File: config.mk
export PLATFORM = sky130hd
export DESIGN_NAME = bcd_updown_counter
export DESIGN_NICKNAME = d
export VERILOG_FILES = /design/src/rtl/bcd_pkg.sv /design/src/rtl/bcd_digit.sv /design/src/rtl/bcd_updown_counter.sv
export SDC_FILE = /design/constraint.sdc
export NUM_CORES = 1
export LEC_CHECK = 0
export CAP_MARGIN = 20
export CORE_MARGIN = 5
export CORE_UTILIZATION = 48
export DETAILED_ROUTE_END_ITERATION = 16
export HOLD_SLACK_MARGIN = 0.1
export PLACE_DENSITY = 0.82
export SLEW_MARGIN = 20
export SYNTH_ARGS = -nofsm -noshare
export SYNTH_HDL_FRONTEND = slang
export SYNTH_HIERARCHICAL = 1
export SYNTH_SLANG_ARGS = --single-unit
export TNS_END_PERCENT = 100
File: constraint.sdc
create_clock -name Clk -period 1.9 [get_ports Clk]
set_input_delay 0.38 -clock Clk [delete_from_list [all_inputs] [get_ports Clk]]
set_output_delay 0.38 -clock Clk [all_outputs]
set_load 0.05 [all_outputs]
File: src/rtl/bcd_pkg.sv
// Shared BCD digit type, digit limits and the preset clamp used by the BCD up/down counter.
package bcd_pkg;

  typedef logic [3:0] bcd_digit_t;

  localparam bcd_digit_t BCD_MAX = 4'd9;
  localparam bcd_digit_t BCD_MIN = 4'd0;

  // Forces an out-of-range nibble (A..F) to the largest legal digit.
  function automatic bcd_digit_t bcd_clamp(input bcd_digit_t d);
    return (d > BCD_MAX) ? BCD_MAX : d;
  endfunction

endpackage

File: src/rtl/bcd_digit.sv
// One BCD digit register: synchronous reset, clamped preset load, and wrap-around up/down step when enabled.
module bcd_digit
  import bcd_pkg::*;
(
  input  logic       clk,
  input  logic       srst,
  input  logic       en,
  input  logic       up,
  input  logic       load,
  input  bcd_digit_t d,
  output bcd_digit_t val,
  output logic       tc
);

  bcd_digit_t val_reg;
  bcd_digit_t val_next;

  always_comb begin
    val_next = val_reg;
    if (load) begin
      val_next = bcd_clamp(d);
    end else if (en) begin
      if (up) begin
        val_next = (val_reg == BCD_MAX) ? BCD_MIN : val_reg + 4'd1;
      end else begin
        val_next = (val_reg == BCD_MIN) ? BCD_MAX : val_reg - 4'd1;
      end
    end
  end

  always_ff @(posedge clk) begin
    if (srst) begin
      val_reg <= BCD_MIN;
    end else begin
      val_reg <= val_next;
    end
  end

  assign val = val_reg;
  // Terminal count in the current direction: this digit will roll over on the next step.
  assign tc  = up ? (val_reg == BCD_MAX) : (val_reg == BCD_MIN);

endmodule

File: src/rtl/bcd_updown_counter.sv
// N-digit cascaded BCD up/down counter with clamped preset load.
// Define BCD_SATURATE_EN to hold at 9..9 / 0..0 instead of wrapping.
module bcd_updown_counter
  import bcd_pkg::*;
#(
  parameter int DIGITS = 3
) (
  input  logic                Clk,
  input  logic                Rst,
  input  logic                Cin,
  input  logic                Up,
  input  logic                Load,
  input  logic [4*DIGITS-1:0] Din,
  output logic [4*DIGITS-1:0] q,
  output logic                Cout,
  output logic                Load_err
);

  logic [DIGITS-1:0] tc;
  logic [DIGITS-1:0] en;
  logic [DIGITS-1:0] nib_bad;
  logic              all_tc;
  logic              cin_eff;
  logic              load_err_reg;

  assign all_tc = &tc;

`ifdef BCD_SATURATE_EN
  // At the terminal value the whole counter freezes rather than wrapping.
  assign cin_eff = Cin & ~all_tc;
`else
  assign cin_eff = Cin;
`endif

  genvar gi;
  generate
    for (gi = 0; gi < DIGITS; gi++) begin : g_digit
      if (gi == 0) begin : g_first
        assign en[gi] = cin_eff;
      end else begin : g_rest
        assign en[gi] = en[gi-1] & tc[gi-1];
      end

      assign nib_bad[gi] = (Din[4*gi +: 4] > BCD_MAX);

      bcd_digit u_digit (
        .clk  (Clk),
        .srst (Rst),
        .en   (en[gi]),
        .up   (Up),
        .load (Load),
        .d    (Din[4*gi +: 4]),
        .val  (q[4*gi +: 4]),
        .tc   (tc[gi])
      );
    end
  endgenerate

  // Error flag lives only for the cycle after the offending load.
  always_ff @(posedge Clk) begin
    if (Rst) begin
      load_err_reg <= 1'b0;
    end else if (Load) begin
      load_err_reg <= |nib_bad;
    end else begin
      load_err_reg <= 1'b0;
    end
  end

  assign Load_err = load_err_reg;
  assign Cout     = Cin & ~Load & ~Rst & all_tc;

endmodule

Yosys cells after proc, flatten, opt, wreduce, memory -nomap -nowiden:

Cells that the tools add are included.

* register bits after elaboration: 13
* memories kept: 0
* input bits: 17
* bits in writable memories: 0
* output and inout port bits: 14
* logic and storage cells: 53
* memory bits (read-only): 0
* latch bits: 0

* reductions and logical operators: 9
* muxes and demuxes: 21
* bitwise operators: 7
* equality and inequality tests: 3
* shifts and indexed selects: 0
* add/sub/neg operators: 6
* divide/modulo/power cells: 0
* multipliers: 0
* magnitude comparators: 3

Operator list (count)
* 4-bit 2-to-1 mux: 18
* 4-bit by 1-bit adder with 4-bit output, second input constant: 3
* 4-bit equality test, second input constant: 3
* 4-bit > comparator, second input constant: 3
* 4-bit zero test: 3
* 4-bit by 1-bit subtractor with 4-bit output, second input constant: 3
* 2-bit nonzero test: 3
* 1-bit bitwise AND: 5
* 1-bit 2-to-1 mux: 3
* 3-bit AND reduction: 1
* 3-bit OR reduction: 1
* 1-bit NOT: 2
* 2-bit OR reduction: 1

Longest topological paths before layout:

* depth after elaboration: 6
* gate-level depth with buffers: 8
* gate-level depth less buffers: 7

Cells and area by module:

Netlist, hierarchy kept.

Modules (own cells, without submodules)
* bcd_digit: cells each 43, area an instance 361.6 µm², seq. area each 80.1 µm², times used 3
* bcd_updown_counter: cells each 10, area an instance 75.1 µm², seq. area each 20.0 µm², times used 1

Worst setup path before layout:

No wires, ideal clock.

* path type: reg2out
* from: register g_digit[0].u_digit.val_reg[0]
* to: output port Cout
* slack: -0.405 ns
* stages on the path, launching flop included: 7
* path buffers: 1
* required time: 1.520 ns
* arrival: 1.925 ns
* cell sequence: dfxtp_1 -> buf_6 -> and2_2 -> a21oi_1 -> nor3_1 -> and3_4 -> and3_1

* longest elaborated chain between the ends: 4
* elaborated cells between the ends (all ways): 5
* those cells by class: 1 x eq/ne; 1 x mux; 1 x bitwise; 2 x reduce/logical

Ends and longest elaborated chain
* from (decl): RTL line bcd_digit.sv:15 `bcd_digit_t val_reg;`
* from (signal assigned): RTL line bcd_digit.sv:35 `val_reg <= val_next;`
* 4-bit equality test / 4-bit zero test (equally long branches): RTL line bcd_digit.sv:41 `assign tc = up ? (val_reg == BCD_MAX) : (val_reg == BCD_MIN);`
* 1-bit 2-to-1 mux *: RTL line bcd_digit.sv:41
* named net tc[0]: RTL line bcd_updown_counter.sv:19 `logic [DIGITS-1:0] tc;`
* 3-bit AND reduction *: RTL line bcd_updown_counter.sv:26 `assign all_tc = &tc;`
* 1-bit bitwise AND *: RTL line bcd_updown_counter.sv:71 `assign Cout = Cin & ~Load & ~Rst & all_tc;`
* to (decl): RTL line bcd_updown_counter.sv:15 `output logic Cout,`

The timed path passes the listed nets; every way through them passes the cells marked *.

Final worst setup path:

* from: register g_digit[2].u_digit.val_reg[0]
* to: output port Cout

* longest elaborated chain between the ends: 4
* elaborated cells between the ends (all ways): 5
* those cells by class: 1 x eq/ne; 1 x mux; 1 x bitwise; 2 x reduce/logical

Ends and longest elaborated chain (RTL line)
* from (decl): bcd_digit.sv:15
* from (signal assigned): bcd_digit.sv:35
* 4-bit equality test / 4-bit zero test (equally long branches): bcd_digit.sv:41
* 1-bit 2-to-1 mux *: bcd_digit.sv:41
* named net tc[2]: bcd_updown_counter.sv:19
* 3-bit AND reduction *: bcd_updown_counter.sv:26
* 1-bit bitwise AND *: bcd_updown_counter.sv:71

Marked as above.

==> reports/qor.txt <==
====================================================================
Count of unresolved DRC violations after routing                   0
First-pass GRT wire length                                   5780 um
Detail Route Antenna Nets                                          0
IO Count                                                          31
Most frequent cell after synthesis                           dfxtp_1
Internal power                                                550 uW
Worst hold path depth                                              3
Required time of the critical path                           1.52 ns
R2r worst-path depth                                               9
Antenna fix cells                                                  0
Measured slew at the worst slew-check pin                   0.496 ns
Mapped Nets                                                      156
Area of combinational cells with multiple inputs             841 um2
Pin count of the biggest net entering global routing              12
Worst setup skew after layout                             0.00179 ns
Detailed Place HPWL                                          2550 um
Count of final hold-check violations                               0
CP cell instances                                       and2_2 > a21oi_1 > nor3_1 > and3_4 > buf_12
Arrival time worst endpoint                                  1.70 ns
Main area contributors after synthesis                  dfxtp_1 22%, buf_6 5.8%, nor4_4 5.5%, a311oi_1 5.3%, a21oi_1 5.2%
Pre-Repair DR Iteration Count                                      4
Max-capacitance violation count                                    0
Number of flip-flops under the largest register name              12
Destination of the worst hold path                      g_digit[0].u_digit/val[0]$_SDFFE_PP0P_
Number of buffers and inverters on the critical path               1
Placed Instances                                                 204
Clock Path Buffers                                                 2
Unrepaired setup endpoints after global routing                  yes
Clk slew on worst S/H paths                                  0.10 ns
Fin crit share                                                  1.09
Final RePlAce weighted congestion                              0.897
Longest individual stage delay on the worst path             0.42 ns
R2R Path End                                            g_digit[2].u_digit/val[1]$_SDFFE_PP0P_
Combinational share of power                                   0.430
Slew Limit Headroom                                            0.668
Clock tree from TritonCTS                                        yes
Fraction of the yosys area taken by sequential cells           0.224
Net Sw Frac                                                    0.396
PortBufs                                                          30
Main synth FF type                                           dfxtp_1
Total number of H-tree levels                                      1
Register-to-register path setup slack                       -0.09 ns
Class of the tightest hold or removal check                   in2reg
Cell row count                                                    17
WS Path Type                                                 reg2out
Worst hold start                                              Din[0]
Number of max-slew violations in the final report                  0
Outcome                                                 complete, but fails checks
Share of the core filled with cells                            0.759
Worst Setup Start Kind                                          flop
Critical-path maximum fanout                                       6
Starting utilization of the core area                          0.514
Average footprint of a synthesized cell                     8.34 um2
Kind of end point of the critical path                    output pin
Count of unique library cells instantiated by Yosys               28
Number of nets in the finished design                            208
Layout cell share with drive strength beyond 1                 0.400
Fraction of registers with async set/reset                         0
Clock latency on the worst-skew pair                         0.28 ns
Global routing usage summed across all routing layers          0.215
Total clock buffers created by CTS                                 3
Maximum frequency from static timing analysis              0.481 GHz
RR Startpoint                                           g_digit[1].u_digit/val[3]$_SDFFE_PP0P_
Proportion of power drawn by flip-flops and latches            0.362
Dominant cell type by area after synthesis                   dfxtp_1
LEAKAGE                                                     0.693 nW
Areal power density over the cells                        532 nW/um2
Crit path setup slack, layout                              -0.180 ns
Root Buffer                                                 clkbuf_4
Initial detailed-routing violation count                          65
Fin cells                                                        218
Number of flops mapped to enable cells by yosys                    0
FF+latch count, synth                                             13
Netlist area before placement                               1160 um2
Maximum ir drop on the vdd rail                               496 uV
Total power of the final layout                               911 uW
Synthesis warning total                                            6
Floorplan die area                                          3500 um2
Net switching power of the design                             361 uW
Overall die height                                           59.2 um
Via count of the first global-routing pass                      1266
Detailed-route wire length per cell                          18.3 um
Vias after detailed routing                                     1353
Violations in the final reports                         setup timing
Minimum period implied by the final worst setup slack        2.08 ns
Number of fill cells in the layout                               168
Initial antenna violation count                                    0
Detailed Route WL                                            3990 um
Slowest stage cell, crit path                                dfxtp_2
Reg area                                                     277 um2
# clock sinks                                                     13
Post-synth top area share                                      0.224
List of most frequent post-synthesis cells              13 x dfxtp_1, 12 x a21oi_1, 10 x nor2_1, 10 x o21ai_0, 9 x nor3_1
Worst hold slack across all endpoints                       0.653 ns
Synthesized instance count                                       139
Cell family with most CP delay                          simple AND/OR/NAND/NOR gates
Setup-failing EPs final                                            2
Clock power share                                              0.208
Cts hold-fix bufs                                                  0
Standard cell core area                                     2250 um2
Layout Area Growth over Synthesis                              47.6%
Final global-route overflow total                                  0
Die Wd                                                       59.2 um
Number of vias per cell                                         6.21
====================================================================
## power by group through the flow
stage / logic [mW] / clock network, mW / registers, mW
5_1_grt: 0.413 / 0.206 / 0.332
6_report: 0.392 / 0.190 / 0.330
4_1_cts: 0.368 / 0.182 / 0.325
3_3_place_gp: 0.316 / 0 / 0.341
3_5_place_dp: 0.326 / 0 / 0.342
2_1_floorplan: 0.171 / 0 / 0.379
## cell type report
cell class	count	share of cell area
well taps	28	0.0205
inverters	7	0.0154
clock buffers	4	0.0154
repair buffers	59	0.296
multi-input cells	107	0.491
flip-flops and latches	13	0.162
## placed cells by master, fill, tap and decap left out, types with 3 or more instances in the layout
cell / n
nor4b_1: 3
o2bb2ai_1: 3
nand2_1: 3
a21oi_1: 10
dfxtp_4: 4
nor2_1: 10
a211oi_1: 3
xor2_1: 5
o21ai_0: 9
nor3_1: 5
o22ai_2: 3
and2b_2: 3
clkbuf_4: 3
and3_1: 3
nor4_4: 3
a311oi_1: 7
xnor2_1: 3
nor3b_1: 6
buf_4: 39
inv_1: 7
buf_6: 3
clkdlybuf4s50_1: 16
a31oi_1: 3
dfxtp_1: 8
## per-stage QoR
step	TNS, ns	setup WS (ns)	cell area, um2
4_1_cts	-0.0875	-0.0875	1650
6_report	-0.265	-0.180	1710
3_3_place_gp	-3.34	-0.426	1520
2_1_floorplan	-0.0477	-0.0311	1170
5_1_grt	-0.415	-0.183	1710
3_5_place_dp	-4.67	-0.583	1520
## cell families after synthesis
kind of cell | after synthesis | share of synthesized area
simple gates | 52 | 0.318
compound gates | 46 | 0.270
buf+inv | 19 | 0.120
flops | 13 | 0.224
xor+xnor | 9 | 0.0680
## layer usage
layer / global-route usage / part of all wire / vias to the layer above / routed length [um]
met3: 0.0436 / 0.079 / 10 / 315
met5: 0 / 0 / - / 0
li1: - / - / 622 / -
met2: 0.372 / 0.51 / 66 / 2040
met1: 0.255 / 0.38 / 655 / 1520
met4: 0.0874 / 0.029 / 0 / 115
## how the worst max path moves through the flow
stage	from	endpoint	slack (ns)	depth (start not counted)
finish	g_digit[2].u_digit/val[0]$_SDFFE_PP0P_	Cout	-0.18	5
detailed placement	Up	g_digit[2].u_digit/val[1]$_SDFFE_PP0P_	-0.58	9
global placement	Up	g_digit[2].u_digit/val[1]$_SDFFE_PP0P_	-0.43	9
global route	g_digit[1].u_digit/val[3]$_SDFFE_PP0P_	Cout	-0.18	6
CTS	g_digit[0].u_digit/val[0]$_SDFFE_PP0P_	Cout	-0.09	6
floorplan	g_digit[0].u_digit/val[0]$_SDFFE_PP0P_	g_digit[1].u_digit/val[1]$_SDFFE_PP0P_	-0.03	8
## timing repair
action / in CTS / in global routing
buffers inserted: 9 / 1
resized for setup: 16 / 11
pin swaps: 4 / 8
setup endpoints to repair: 9 / 4
## worst register-to-register path: stages (launching register included)
cell	delay (ns)
dfxtp_4	0.36
nor3_2	0.18
a21oi_2	0.05
nor3_1	0.19
and3_4	0.24
buf_4	0.11
buf_6	0.09
o21ai_2	0.05
or3_4	0.37
a221oi_2	0.27
(Power assumes the default switching activity.)
